File: src/rtl/mem_arbiter_pkg.sv
// Shared encodings for the unified-memory arbiter: FSM states, owner ids, default timeout.
package mem_arbiter_pkg;

  typedef enum logic [1:0] {
    IDLE   = 2'd0,
    BUSY_I = 2'd1,
    BUSY_D = 2'd2
  } state_t;

  typedef enum logic {
    OWN_I = 1'b0,
    OWN_D = 1'b1
  } owner_t;

  localparam int TIMEOUT_DEFAULT = 255;

endpackage

File: src/rtl/mem_arbiter_timeout.sv
// Saturating wait counter for one memory transaction; expired flags the cycle that
// would make the wait reach TIMEOUT cycles (never asserts when TIMEOUT is 0).
module mem_timeout #(
  parameter int TIMEOUT = 255
) (
  input  logic clk,
  input  logic rst,
  input  logic clear,
  input  logic inc,
  output logic expired
);

  localparam int CW = (TIMEOUT < 1) ? 1 : $clog2(TIMEOUT + 1);
  localparam logic [CW-1:0] LIMIT = CW'((TIMEOUT > 0) ? TIMEOUT - 1 : 0);

  logic [CW-1:0] cnt;

  always_ff @(posedge clk) begin
    if (rst || clear) begin
      cnt <= '0;
    end else if (inc && cnt != {CW{1'b1}}) begin
      cnt <= cnt + CW'(1);
    end
  end

  // cnt counts completed waiting cycles, so the abort lands on the TIMEOUT-th one
  assign expired = (TIMEOUT != 0) && (cnt == LIMIT);

endmodule

File: src/rtl/mem_arbiter.sv
// Round-robin arbiter sharing one variable-latency memory between fetch and load/store,
// with one-cycle done pulses, held read data and a timeout abort that flags err.
module mem_arbiter
  import mem_arbiter_pkg::*;
#(
  parameter int AW      = 32,
  parameter int DW      = 32,
  parameter int TIMEOUT = TIMEOUT_DEFAULT
) (
  input  logic          clk,
  input  logic          rst,
  input  logic          i_req,
  input  logic [AW-1:0] i_addr,
  output logic          i_done,
  output logic [DW-1:0] i_rdata,
  input  logic          d_req,
  input  logic          d_we,
  input  logic [3:0]    d_be,
  input  logic [AW-1:0] d_addr,
  input  logic [DW-1:0] d_wdata,
  output logic          d_done,
  output logic [DW-1:0] d_rdata,
  output logic          err,
  output logic          mem_req,
  output logic          mem_we,
  output logic [3:0]    mem_be,
  output logic [AW-1:0] mem_addr,
  output logic [DW-1:0] mem_wdata,
  input  logic [DW-1:0] mem_rdata,
  input  logic          mem_ready
);

  state_t state_q, state_d;
  owner_t last_owner;
  logic   grant_i, grant_d, finish, abort;
  logic   expired, waiting;

  assign waiting = (state_q != IDLE) && !mem_ready;

  mem_timeout #(.TIMEOUT(TIMEOUT)) u_timeout (
    .clk     (clk),
    .rst     (rst),
    .clear   (grant_i || grant_d),
    .inc     (waiting),
    .expired (expired)
  );

  always_ff @(posedge clk) begin
    if (rst) state_q <= IDLE;
    else     state_q <= state_d;
  end

  always_comb begin
    state_d = state_q;
    grant_i = 1'b0;
    grant_d = 1'b0;
    finish  = 1'b0;
    abort   = 1'b0;
    case (state_q)
      IDLE: begin
        // on a tie the requester that did not own the previous grant wins
        if (i_req && (!d_req || last_owner == OWN_D)) begin
          grant_i = 1'b1;
          state_d = BUSY_I;
        end else if (d_req) begin
          grant_d = 1'b1;
          state_d = BUSY_D;
        end
      end
      BUSY_I, BUSY_D: begin
        if (mem_ready) begin
          finish  = 1'b1;
          state_d = IDLE;
        end else if (expired) begin
          abort   = 1'b1;
          state_d = IDLE;
        end
      end
      default: state_d = IDLE;
    endcase
  end

  always_ff @(posedge clk) begin
    if (rst) begin
      last_owner <= OWN_I;
      mem_req    <= 1'b0;
      mem_we     <= 1'b0;
      mem_be     <= 4'h0;
      mem_addr   <= '0;
      mem_wdata  <= '0;
      i_done     <= 1'b0;
      d_done     <= 1'b0;
      err        <= 1'b0;
      i_rdata    <= '0;
      d_rdata    <= '0;
    end else begin
      i_done <= 1'b0;
      d_done <= 1'b0;
      err    <= 1'b0;
      if (grant_i) begin
        mem_req    <= 1'b1;
        mem_we     <= 1'b0;
        mem_be     <= 4'hF;
        mem_addr   <= i_addr;
        last_owner <= OWN_I;
      end
      if (grant_d) begin
        mem_req    <= 1'b1;
        mem_we     <= d_we;
        mem_be     <= d_be;
        mem_addr   <= d_addr;
        mem_wdata  <= d_wdata;
        last_owner <= OWN_D;
      end
      if (finish || abort) begin
        mem_req <= 1'b0;
        err     <= abort;
        if (state_q == BUSY_I) begin
          i_done  <= 1'b1;
          i_rdata <= finish ? mem_rdata : '0;
        end else begin
          d_done  <= 1'b1;
          d_rdata <= finish ? mem_rdata : '0;
        end
      end
    end
  end

endmodule
File: config.mk
export PLATFORM = sky130hd
export DESIGN_NAME = mem_arbiter
export DESIGN_NICKNAME = d
export VERILOG_FILES = /design/src/rtl/mem_arbiter_pkg.sv /design/src/rtl/mem_arbiter_timeout.sv /design/src/rtl/mem_arbiter.sv
export SDC_FILE = /design/constraint.sdc
export NUM_CORES = 1
export LEC_CHECK = 0
export CAP_MARGIN = 5
export CORE_AREA = 2 2 130 132
export DETAILED_ROUTE_END_ITERATION = 10
export DIE_AREA = 0 0 132 134
export GPL_TIMING_DRIVEN = 0
export PLACE_DENSITY = 0.73
export SYNTH_ARGS = -nofsm -noshare
export SYNTH_HDL_FRONTEND = slang
export SYNTH_HIERARCHICAL = 1
export SYNTH_SLANG_ARGS = --single-unit
export TNS_END_PERCENT = 30
File: constraint.sdc
create_clock -name clk -period 1.98 [get_ports clk]
set_input_delay 0.594 -clock clk [delete_from_list [all_inputs] [get_ports clk]]
set_output_delay 0.594 -clock clk [all_outputs]
set_load 0.02 [all_outputs]
==> results.tsv <==
metric	value	unit
outcome	complete, but fails checks	
violations	setup timing	
layout_setup_ws	-0.0130	ns
drc	0	
grt_pass1_vias	6164	
final_area	0.00980	mm^2
io_pins	275	
ant_nets	0	
yosysTopAreaCell	dfxtp_1	
crit_buf_inv	4	
wl_per_cell	17.9	um
hold_ws	0.469	ns
cp_data_required_time	2.27	ns
clockBufferDepth	2	
ys.flop_type	dfxtp_1	
syn_nets	828	
pwr-share-seq	39.8	%
coreArea	0.0163	mm^2
htree_levels	4	
most-common-layout-cells	147 x dfxtp_1, 144 x clkdlybuf4s50_1, 90 x o21ai_0	
final_nets	1124	
seq_area_frac_synth	49.0	%
synthesis.area	0.00605	mm^2
ys_ff_latch	148	
drv_cap	0	
drt_first_iter_violations	362	
start_util	37.1	%
r2r_slack	0.13	ns
hold_class	reg2reg	
synth_top_area_share	49.0	%
irDropWorstVdd	0.586	mV
final_util	60.2	%
fmax	502	MHz
die_w	132	um
clkSlewWorstSetupHoldPaths	0.07	ns
core.rowCount	47	
synthTopCellsByArea	dfxtp_1 49%, o21ai_0 7.4%, a21oi_1 5.8%	
powerDensity	845	mW/mm^2
pwr-share-clk	38.3	%
hold_buffers	0	
final_common_cell	dfxtp_1	
overflow	0	
crit_path_cell_trace	clkdlybuf4s50_1, clkbuf_1, clkbuf_2, buf_1, a21oi_1	
dpl_cell_area	0.00907	mm^2
max_stage_delay	0.53	ns
cp_slowest_cell	clkdlybuf4s50_1	
antenna_found_initial	0	
endpoint_kind	register	
timing.final.crit_share	101	%
fp.dieArea	0.0177	mm^2
diodes	0	
synth_edf_count	0	
cts_tree	yes	
power_frac_comb	21.9	%
start_kind	primary input	
port_buffers	274	
cts.sinks	148	
clkLatencyLatePin	0.42	ns
maxSlewHeadroom	62.1	%
drv_slew	0	
stdcell_count	1215	
final_layout_size_suffix_gt1_share	8.64	%
swShare	30.0	%
rsz0062_at_grt	true	
cp_data_arrival_time	2.28	ns
cts_inserted_buffers	17	
grtUsageTotal	23.8	%
critPathTopFamily	buffers and inverters	
viasPerCell	5.31	
syn-instance-count	686	
tightestPinTransition	0.568	ns
fp.dieH	134	um
hold_viol_final	0	
criticalPathCategory	in2reg	
finalClockSkew	0.0138	ns
synthDistinctLibCells	43	
place_hpwl	15900	um
p_sw	2480	uW
async_reset_ff_share	0	%
setup_viol	11	
place.gp.congestion	0.857	
areaGrowthSynthToFinish	61.9	%
yosys_warnings	6	
wirelength	21800	um
cell_internal_pwr	5800	uW
firstDrtPassIters	5	
vias	6446	
final.min_clock_period	1.99	ns
grt_pass1_wl	33500	um
placedCellCount	1180	
grt_max_degree	17	
worst-path-max-fanout	10	
syn_area_per_cell	8.82	um^2
clockRootBuffer	clkbuf_16	
leakagePower	0.00478	uW
worst register-to-register path, delay by kind of cell, from the launching register on:
family	cells	cell delay (ns)
DFF	1	0.34
buffers and inverters	4	0.57
and+or+nand+nor	2	0.36
AOI/OAI and AO/OA	2	0.29
adders and majority gates	1	0.23
synthesized netlist by cell type (all sizes together) (2+ instances only):
| cell | number |
|---|---|
| nor3b | 2 |
| o31ai | 32 |
| inv | 6 |
| nand2 | 41 |
| clkbuf | 45 |
| nand3 | 6 |
| a211oi | 3 |
| mux2i | 3 |
| o221a | 4 |
| or3b | 32 |
| buf | 29 |
| a21oi | 70 |
| a22oi | 32 |
| or3 | 4 |
| dfxtp | 148 |
| o21ai | 101 |
| nor2 | 37 |
| nor3 | 3 |
| ha | 4 |
| a31oi | 34 |
| and4 | 2 |
| nand4 | 34 |
cell families after synthesis:
family	share of synthesized area [%]
and+or+nand+nor	15.8
buffers and inverters	6.04
DFF	49.0
AOI/OAI and AO/OA	27.9
muxes	0.496
adders and majority gates	0.827
per-stage QoR:
step	TNS [ns]	setup slack [ns]	power, uW
floorplan	0	0.0147	4270
global placement	-67.37	-0.643	5220
detailed placement	-68.36	-0.680	5240
CTS	-0.0361	-0.0360	8360
global route	-2.45	-0.0905	8640
finish	-0.0654	-0.0130	8280
layer usage:
metal / part of all wire (%) / up-vias / global-route usage [%]
li1: - / 3138 / -
met4: 2.2 / 0 / 7.55
met5: 0 / - / 0
met2: 46 / 260 / 38.5
met1: 43 / 3015 / 29.5
met3: 9.2 / 33 / 9.15
what timing repair did:
item | in CTS | in global routing
setup endpoints to repair | 150 | 182
pin swaps | 1 | 3
gates resized for setup | 70 | 83
setup buffers | 0 | 3
final timing paths:
check / to / from / depth (start not counted)
worst min-delay path: mem_wdata[2] / mem_wdata[2] / 2
worst max-delay path: mem_wdata[8] / rst / 5
worst min register to register: mem_wdata[2] / mem_wdata[2] / 2
worst max register to register: u_timeout/cnt[6] / state_q[0] / 9
registers in the layout, summed over array words and instances (netlist names), 2 cells and up:
name	count
state_q	2
mem_wdata	32
u_timeout/cnt	8
mem_addr	32
i_rdata	32
d_rdata	32
mem_be	4
cell type report:
cell class	count	area, um^2
Multi-Input combinational cell	458	2740
Timing Repair Buffer	277	2860
Clock inverter	14	140
Fill cell	1494	6490
Inverter	6	22.5
Tap cell	220	275
Clock buffer	18	439
Sequential cell	148	2960
Buffer	74	359
power groups by stage:
stage | clock network (uW) | registers [uW] | logic [uW]
detailed placement | 0 | 3370 | 1870
global route | 3370 | 3320 | 1950
finish | 3170 | 3300 | 1820
global placement | 0 | 3360 | 1870
floorplan | 0 | 3610 | 663
CTS | 3240 | 3300 | 1830
(Power assumes the default switching activity.)
